===== config.mk =====
export PLATFORM = sky130hd
export DESIGN_NAME = qarma_tk_sched
export DESIGN_NICKNAME = d
export VERILOG_FILES = /design/src/rtl/qarma_tk_pkg.sv /design/src/rtl/qarma_tk_perm.sv /design/src/rtl/qarma_tk_sched.sv
export SDC_FILE = /design/constraint.sdc
export NUM_CORES = 2
export LEC_CHECK = 0
export BUFFER_PORTS_ARGS = -buffer_cell sky130_fd_sc_hd__buf_2
export CORE_ASPECT_RATIO = 0.75
export CORE_MARGIN = 2
export CORE_UTILIZATION = 30
export DETAILED_ROUTE_END_ITERATION = 8
export SYNTH_ARGS = -nofsm -noshare
export SYNTH_HDL_FRONTEND = slang
export SYNTH_SLANG_ARGS = --single-unit
export TNS_END_PERCENT = 1

===== constraint.sdc =====
create_clock -name clk -period 4.08 [get_ports clk]
set_clock_uncertainty 0.15 [all_clocks]
set_input_delay 0.204 -clock clk [delete_from_list [all_inputs] [get_ports clk]]
set_output_delay 0.204 -clock clk [all_outputs]
set_load 0.01 [all_outputs]

===== src/rtl/qarma_tk_pkg.sv =====
// Shared constants and types for the QARMAv2-128 iterative tweakey scheduler.
// Holds the round constants, the reflection constant and the tweak cell permutation.
package qarma_tk_pkg;

   localparam int N     = 128;
   localparam int CELLS = 32;

   typedef logic [N-1:0] word_t;

   // Entry i names the source cell that lands in destination cell i.
   typedef logic [0:CELLS-1][4:0] perm_table_t;

   typedef enum logic [1:0] {
      IDLE,
      FWD,
      BWD
   } state_t;

   localparam word_t RC [0:15] = '{
      128'h243F6A88_85A308D3_13198A2E_03707344,
      128'hA4093822_299F31D0_082EFA98_EC4E6C89,
      128'h452821E6_38D01377_BE5466CF_34E90C6C,
      128'hC0AC29B7_C97C50DD_3F84D5B5_B5470917,
      128'h9216D5D9_8979FB1B_D1310BA6_98DFB5AC,
      128'h2FFD72DB_D01ADFB7_B8E1AFED_6A267E96,
      128'hBA7C9045_F12C7F99_24A19947_B3916CF7,
      128'h0801F2E2_858EFC16_636920D8_71574E69,
      128'hA458FEA3_F4933D7E_0D95748F_728EB658,
      128'h718BCD58_82154AEE_7B54A41D_C25A59B5,
      128'h9C30D539_2AF26013_C5D1B023_286085F0,
      128'hCA417918_B8DB38EF_8E79DCB0_603A180E,
      128'h6C9E0E8B_B01E8A3E_D71577C1_BD314B27,
      128'h78AF2FDA_55605C60_E65525F3_AA55AB94,
      128'h57489862_63E81440_55CA396A_2AAB10B6,
      128'hB4CC5C34_1141E8CE_A15486AF_7C72E993
   };

   localparam word_t ALPHA = 128'h3F84D5B5_B5470917_C0AC29B7_C97C50DD;

   localparam perm_table_t TWEAK_PERM = {
      5'd3,  5'd10, 5'd17, 5'd24, 5'd31, 5'd6,  5'd13, 5'd20,
      5'd27, 5'd2,  5'd9,  5'd16, 5'd23, 5'd30, 5'd5,  5'd12,
      5'd19, 5'd26, 5'd1,  5'd8,  5'd15, 5'd22, 5'd29, 5'd4,
      5'd11, 5'd18, 5'd25, 5'd0,  5'd7,  5'd14, 5'd21, 5'd28
   };

   // Builds the gather table that undoes p, so IPERM(PERM(x)) == x.
   function automatic perm_table_t invertPerm(input perm_table_t p);
      perm_table_t q;
      q = '0;
      for (int i = 0; i < CELLS; i++) begin
         q[p[i]] = 5'(i);
      end
      return q;
   endfunction

   localparam perm_table_t TWEAK_IPERM = invertPerm(TWEAK_PERM);

endpackage


===== src/rtl/qarma_tk_perm.sv =====
// Combinational cell-wise tweak permutation; inv selects the inverse table.
module qarma_tk_perm
   import qarma_tk_pkg::*;
(
   input  logic [N-1:0] x,
   input  logic         inv,
   output logic [N-1:0] y
);

   // Each 4-bit destination cell gathers from the cell named in the table.
   always_comb begin
      y = '0;
      for (int i = 0; i < CELLS; i++) begin
         if (inv) begin
            y[4*i +: 4] = x[4*int'(TWEAK_IPERM[i]) +: 4];
         end else begin
            y[4*i +: 4] = x[4*int'(TWEAK_PERM[i]) +: 4];
         end
      end
   end

endmodule


===== src/rtl/qarma_tk_sched.sv =====
// Iterative QARMAv2-128 tweakey scheduler: streams ROUNDS forward then ROUNDS backward tweakeys.
// Optional macro QARMA_TK_ABORT_EN adds an abort input that cancels a running schedule.
module qarma_tk_sched #(
   parameter int ROUNDS = 9,
   parameter int N      = qarma_tk_pkg::N
) (
   input  logic         clk,
   input  logic         rst_n,
   input  logic         start,
   input  logic [N-1:0] key,
   input  logic [N-1:0] tweak,
`ifdef QARMA_TK_ABORT_EN
   input  logic         abort,
`endif
   output logic         busy,
   output logic         tk_valid,
   input  logic         tk_ready,
   output logic [N-1:0] tk,
   output logic [3:0]   round_idx,
   output logic         dir,
   output logic         done
);

   import qarma_tk_pkg::state_t;
   import qarma_tk_pkg::IDLE;
   import qarma_tk_pkg::FWD;
   import qarma_tk_pkg::BWD;
   import qarma_tk_pkg::RC;
   import qarma_tk_pkg::ALPHA;

   localparam logic [3:0] LAST = 4'(ROUNDS - 1);

   state_t       state;
   logic [N-1:0] k;
   logic [N-1:0] t;
   logic [N-1:0] tStep;
   logic [3:0]   r;
   logic         accept;
   logic         abortReq;

   assign accept = tk_valid & tk_ready;

`ifdef QARMA_TK_ABORT_EN
   assign abortReq = abort;
`else
   assign abortReq = 1'b0;
`endif

   // One shared permutation unit: forward rounds permute, backward rounds undo it.
   qarma_tk_perm perm (
      .x   (t),
      .inv (state == BWD),
      .y   (tStep)
   );

   // tk is computed from the next-state values so it is registered with round_idx and dir.
   always_ff @(posedge clk or negedge rst_n) begin
      if (!rst_n) begin
         state     <= IDLE;
         k         <= '0;
         t         <= '0;
         r         <= '0;
         tk_valid  <= 1'b0;
         busy      <= 1'b0;
         done      <= 1'b0;
         dir       <= 1'b0;
         round_idx <= '0;
         tk        <= '0;
      end else begin
         done <= 1'b0;
         if (abortReq && state != IDLE) begin
            state    <= IDLE;
            k        <= '0;
            t        <= '0;
            tk_valid <= 1'b0;
            busy     <= 1'b0;
         end else begin
            case (state)
               IDLE: begin
                  if (start) begin
                     k         <= key;
                     t         <= tweak;
                     r         <= '0;
                     state     <= FWD;
                     busy      <= 1'b1;
                     tk_valid  <= 1'b1;
                     dir       <= 1'b0;
                     round_idx <= '0;
                     tk        <= key ^ tweak ^ RC[0];
                  end
               end
               FWD: begin
                  if (accept) begin
                     if (r != LAST) begin
                        t         <= tStep;
                        r         <= r + 4'd1;
                        round_idx <= r + 4'd1;
                        tk        <= k ^ tStep ^ RC[r + 4'd1];
                     end else begin
                        state <= BWD;
                        dir   <= 1'b1;
                        tk    <= k ^ ALPHA ^ t ^ RC[r];
                     end
                  end
               end
               BWD: begin
                  if (accept) begin
                     if (r != 4'd0) begin
                        t         <= tStep;
                        r         <= r - 4'd1;
                        round_idx <= r - 4'd1;
                        tk        <= k ^ ALPHA ^ tStep ^ RC[r - 4'd1];
                     end else begin
                        state    <= IDLE;
                        tk_valid <= 1'b0;
                        busy     <= 1'b0;
                        done     <= 1'b1;
                     end
                  end
               end
               default: state <= IDLE;
            endcase
         end
      end
   end

endmodule


## Yosys cells after proc, flatten, opt, wreduce, memory -nomap -nowiden

Memory sizes are Yosys's and may differ from the RTL's.
Cells that the tools add are included.

- Add/sub/neg operators: 2
- $mul: 0
- Div/mod/pow operators: 0
- Order comparisons: 3
- Equal/unequal tests: 10
- Shift-type cells: 0
- Multiplexer cells: 73
- Bitwise gates (word level): 13
- Reduce and logical (&&, ||, !) cells: 11

Operators by type and width:

| kind | number |
|---|---|
| $mux 128 | 16 |
| $xor 128x128->128 | 7 |
| $pmux 128 s3 | 2 |
| $mux 4 | 37 |
| $not 65->65 | 1 |
| $not 52->52 | 1 |
| $ge 5x5->1 const B | 3 |
| $not 4->5 | 3 |
| $ne 2x2->1 const B | 7 |
| $pmux 4 s3 | 1 |
| $mux 2 | 5 |
| $reduce_and 5->1 | 2 |
| $mux 1 | 9 |
| $reduce_and 4->1 | 2 |
| $pmux 2 s3 | 1 |
| $reduce_and 6->1 | 1 |
| $add 4x1->4 const B | 1 |
| $ne 4x4->1 const B | 1 |
| $pmux 1 s2 | 2 |
| $reduce_bool 2->1 | 2 |
| $reduce_bool 4->1 | 1 |
| $sub 4x1->4 const B | 1 |
| $reduce_bool 3->1 | 1 |
| $eq 2x1->1 const B | 1 |
| 4 further kinds | 4 |

- Register bits after elaboration: 393
- Latch bits: 0
- Bits in writable memories: 0
- ROM bits: 6,144
- Bits of input ports: 260
- Output and inout bits: 136
- Memories kept: 3

Memories:

| memory | words | width | rd ports | clocked after Yosys merged registers in | wr ports | line | text |
|---|---|---|---|---|---|---|---|
| (name not given) | 16 | 128 | 1 | 0 | 0 | qarma_tk_sched.sv:112 | `tk <= k ^ ALPHA ^ tStep ^ RC[r - 4'd1];` |
| (name not given) | 16 | 128 | 1 | 0 | 0 | qarma_tk_sched.sv:102 | `tk <= k ^ ALPHA ^ t ^ RC[r];` |
| (name not given) | 16 | 128 | 1 | 0 | 0 | qarma_tk_sched.sv:98 | `tk <= k ^ tStep ^ RC[r + 4'd1];` |

## Longest topological paths before layout

- Depth after elaboration: 9
- Gate-level depth with buffers: 17
- Gate-level depth less buffers: 11

## Modules after synthesis

From an unflattened synthesis, not the netlist that was laid out.

- Cell total of the unflattened synthesis: 3,930
- Area total of the unflattened synthesis: 33,749.9 µm²

Modules (own cells, without submodules):

| module | instances | cells an instance | area each (µm²) |
|---|---|---|---|
| qarma_tk_sched | 1 | 3,788 | 32,130.8 |
| qarma_tk_perm | 1 | 142 | 1,619.1 |

## Worst setup path before layout

Ideal clock, no wire load.

- Path type: register to register
- From: register r[0]
- To: register tk[64]
- Library setup time: 132 ps
- Data arrival time: 4,047 ps
- Path slack: -249 ps
- Cell stages (with the launch flop): 18
- Buffers on the path: 6
- Path through: dfrtp_1 -> buf_4 -> buf_4 -> inv_1 -> buf_1 -> ha_1 -> clkinv_1 -> ha_1 -> buf_2 -> clkinv_1 -> clkbuf_1 -> clkbuf_1 -> ha_1 -> and2_1 -> a31oi_1 -> xnor2_1 -> a221oi_1 -> a21oi_1

- Word-level cells in the longest chain between the ends: 9

RTL lines:

| item | line | text |
|---|---|---|
| start, declared | qarma_tk_sched.sv:37 | `logic [3:0] r;` |
| start signal, assigned | qarma_tk_sched.sv:96 | `r <= r + 4'd1;` |
| start signal, assigned | qarma_tk_sched.sv:110 | `r <= r - 4'd1;` |
| $sub 4x1->4 / $add 4x1->4 (equally long branches) | qarma_tk_sched.sv:112, qarma_tk_sched.sv:98 |  |
| $not 4->5, on equally long branches | qarma_tk_sched.sv:112, qarma_tk_sched.sv:98 |  |
| $mem_v2 16x128, on equally long branches | - |  |
| $mux 128, on equally long branches (2 in a row) | qarma_tk_sched.sv:112, qarma_tk_sched.sv:98 |  |
| $xor 128x128->128, on equally long branches | qarma_tk_sched.sv:112, qarma_tk_sched.sv:98 |  |
| $mux 128, on equally long branches | qarma_tk_sched.sv:108, qarma_tk_sched.sv:94 |  |
| $mux 128, on equally long branches | qarma_tk_sched.sv:107, qarma_tk_sched.sv:93 |  |
| $pmux 128 s3 | qarma_tk_sched.sv:78 | `case (state)` |
| end signal, assigned | qarma_tk_sched.sv:89 | `tk <= key ^ tweak ^ RC[0];` |
| end signal, assigned | qarma_tk_sched.sv:102 |  |
| end signal, assigned | qarma_tk_sched.sv:112 |  |
| end, declared | qarma_tk_sched.sv:18 | `output logic [N-1:0] tk,` |

Several ways; a longest one is shown, not always the timed one. The select of a mux whose other input is x is not followed.
A chain may end at the register's enable or synchronous reset.

## Worst setup path after layout

- From: register r[0]
- To: register tk[96]

Same word-level chain as after synthesis.

==> summary.md <==
| Metric | Value |
|---|---|
| Outcome | `complete, but fails checks` |
| Failing checks | `negative setup slack` |
| Nets | `5355` |
| Die Y | `294 microns` |
| CP startpoint | `r[0]` |
| Mapped Cells | `4105` |
| Ys flop type | `dfrtp_1` |
| Clock share of power | `about half` |
| Final Non-Filler Cells | `6561` |
| DRT iter0 DRCs | `4812` |
| Vias in the first global route | `36600` |
| Switch share | `24.6%` |
| Commonest non-fill, non-tap cell in the layout | `buf_4` |
| Hold Fails Final Rpt | `0` |
| CTS max path bufs | `3` |
| Number of H-tree levels | `2` |
| Worst path slowest cell | `nor4_1` |
| Top cell by count, worst path | `buf_4` |
| Number of fill cells | `11300` |
| R2R Setup Slk | `-0.05 ns` |
| Fraction of layout cells with a size suffix above 1 | `25.1%` |
| Top fanout value on the critical path | `17` |
| Crit path to | `tk[96]` |
| Sinks on the clock net | `around 390` |
| Yosys cell types | `87` |
| Core area | `0.111 sq mm` |
| CP arrival | `between 4 and 5 ns` |
| Total net switching power | `~2.4 mW` |
| Clock transition at path regs | `0.07 ns` |
| FF/Latch Area | `0.00984 sq mm` |
| FF-to-FF End | `tk[96]` |
| Crit Path Class | `reg -> reg` |
| Chip Width | `390 microns` |
| Pwr Total | `around 9.6 mW` |
| P_int | `roughly 7.2 mW` |
| P&R area growth vs syn | `36.4%` |
| Hpwl dp | `between 150 and 200 mm` |
| Number of synthesized flops with an enable pin | `0` |
| Total die area | `0.115 sq mm` |
| RR Startpoint | `r[0]` |
| Hold Crit Class | `in -> async` |
| Max Cap Violations | `0` |
| Fmax | `242 MHz` |
| GRT overflow | `0` |
| Tcrit/Tclk final | `101%` |
| DRT Wirelength | `228 mm` |
| Pwr dens | `209 mW/mm^2` |
| Asr flop ratio synth | `between 90% and 100%` |
| Final Critical Period | `a little over 4 ns` |
| Yosys warning count | `0` |
| Reg power frac | `41.2%` |
| Post-DR wirelength/cell | `34.8 microns` |
| CTS root buf | `clkbuf_16` |
| Multi-input logic area | `0.0223 sq mm` |
| Worst slew margin | `6.50%` |
| Crit. End Element | `flop` |
| LEAKAGE | `19.7 nW` |
| Startpoint type of the worst setup path | `flop` |
| RSZ-0062 raised after global routing | `no` |
| Syn avg cell area | `8.18 sq um` |
| Initial core utilization | `30.2%` |
| I/O pin total | `slightly below 400` |
| First-pass GRT wire length | `309 mm` |
| IR drop worst, VDD | `0.258 mV` |
| Hold slack | `approximately 0.096 ns` |
| Via density | `about 5.9` |
| GRT Total Usage | `between 30% and 40%` |
| Fin. max-slew vios | `0` |
| Largest net degree at the start of global routing | `116` |
| Logic gate share of total power | `under 10%` |
| CP required | `4.47 ns` |
| DR vias | `roughly 38000` |
| Seq/Total Area, Yosys | `29.3%` |
| DR DRC count | `0` |
| Worst slack, placed | `0.0163 ns` |
| Final instance area | `0.0458 sq mm` |
| Placed inst area | `0.0415 sq mm` |
| Worst setup margin | `-0.0520 ns` |
| CTS tree | `yes` |
| FP Rows | `~110` |
| Placed Cells | `between 6000 and 7000` |
| TritonRoute pass-1 iters | `5` |
| Synthesized net count | `4403` |
| Clock latency on the worst-skew pair | `about 0.63 ns` |
| PortBufs | `395` |
| Post-synthesis register bit count | `393` |
| Number of buffers created by CTS | `47` |
| Most frequent cells in the layout | `buf_4 (537), a21oi_1 (441), xnor2_1 (440)` |
| # setup viols final | `1` |
| Synth Cell Area | `approximately 0.034 sq mm` |
| Post-route ant nets | `0` |
| Largest stage delay, worst path | `1.16 ns` |
| Slew @ Worst Pin | `1.39 ns` |
| Reg2Reg Depth | `12` |
| Initial antenna violation count | `22` |
| Worst path cell trace | `inv_1 -> buf_4 -> ha_1 -> buf_4 -> nor2_1 -> nor4_1 -> buf_4 -> nor3_1 -> mux2i_1 -> a21o_1 -> nand3_1 -> a21oi_1` |
| Placer congestion estimate | `~1.1` |
logic make-up after synthesis:
family                   after synthesis  share of synthesized area, %
XOR/XNOR                             679                          17.8
multiplexers                         326                          10.4
AO/OA/AOI/OAI                       1264                          22.8
buffers and inverters                385                          4.88
AND/OR/NAND/NOR                     1020                          13.4
adder cells (fa/ha/maj)               38                          1.42
flip-flops                           393                          29.3
state kept, by name (all words and copies together), names as in the netlist:
| name | flops |
|---|---|
| dir | 1 |
| done | 1 |
| k | 128 |
| r | 4 |
| state | 2 |
| t | 128 |
| tk | 128 |
| tk_valid | 1 |
worst min path at each step:
stage,from,cells past startpoint,slack [ns],endpoint
2_1_floorplan,rst_n,0,-0.24,dir
3_3_place_gp,rst_n,1,0.20,dir
3_5_place_dp,rst_n,1,0.20,dir
4_1_cts,rst_n,2,0.13,tk_valid
5_1_grt,rst_n,2,0.16,tk_valid
6_report,rst_n,2,0.1,tk_valid
layer usage:
metal  vias to the layer above  global-route usage (%)  share of wire [%]
met1                     19500                    54.5                 44
met5                         -                       0              0.046
met4                        16                    16.1                4.8
met2                      2091                    57.5                 42
met3                       375                    7.23                8.6
li1                      16500                       -                  -
Yosys cell counts (64+ instances only):
library cell	instances	share of area, %
a221oi_1	64	1.7
nand2_1	352	3.9
a21oi_1	443	6.6
mux2_2	139	4.7
buf_2	87	1.3
xor2_1	236	6.2
a31oi_1	64	1.2
dfrtp_1	393	29
o21ai_0	361	5.4
xnor2_1	440	11
mux2i_1	181	5.4
nor3_1	76	1.1
nand3_1	73	1.1
nor2_1	364	4.1
clkbuf_1	218	2.4
layout make-up:
class                      count  area share (%)
multi-input combinational   3327            48.6
timing repair buffer        1262            21.9
sequential                   393            21.5
tap                         1458            3.98
clock buffer                  58            2.79
clock inverter                30            1.01
inverter                      26           0.229
antenna                        7          0.0382
stage by stage:
stage / utilization (%) / TNS, ns
2_1_floorplan: - / 0
3_3_place_gp: 37.3 / 0
3_5_place_dp: 37.3 / 0
4_1_cts: 41.2 / 0
5_1_grt: 41.2 / 0
6_report: 41.2 / -0.0520
timing repair:
item,CTS,global route
pin swaps,0,0
setup endpoints to repair,1,1
hold endpoints to repair,468,0
resized for setup,1,1
hold buffers,259,0
buffers inserted,0,0
worst max-delay path, delay by kind of cell (launching register included):
family | cells | cell delay [ns]
muxes | 1 | 0.19
buffers and inverters | 4 | 0.98
AOI/OAI and AO/OA | 2 | 0.35
DFF | 1 | 0.44
adders and majority gates | 1 | 0.31
and+or+nand+nor | 4 | 1.58
power groups by stage:
| stage | combinational [mW] | clock, mW | sequential, mW |
|---|---|---|---|
| 3_3_place_gp | 0.496 | 0 | 4.02 |
| 5_1_grt | 0.750 | 5.14 | 3.95 |
| 4_1_cts | 0.690 | 5.02 | 3.95 |
| 6_report | 0.692 | 4.94 | 3.95 |
| 3_5_place_dp | 0.497 | 0 | 4.02 |
| 2_1_floorplan | 0.121 | 0 | 4.02 |
Note: power is estimated with default switching activity, not from simulation.
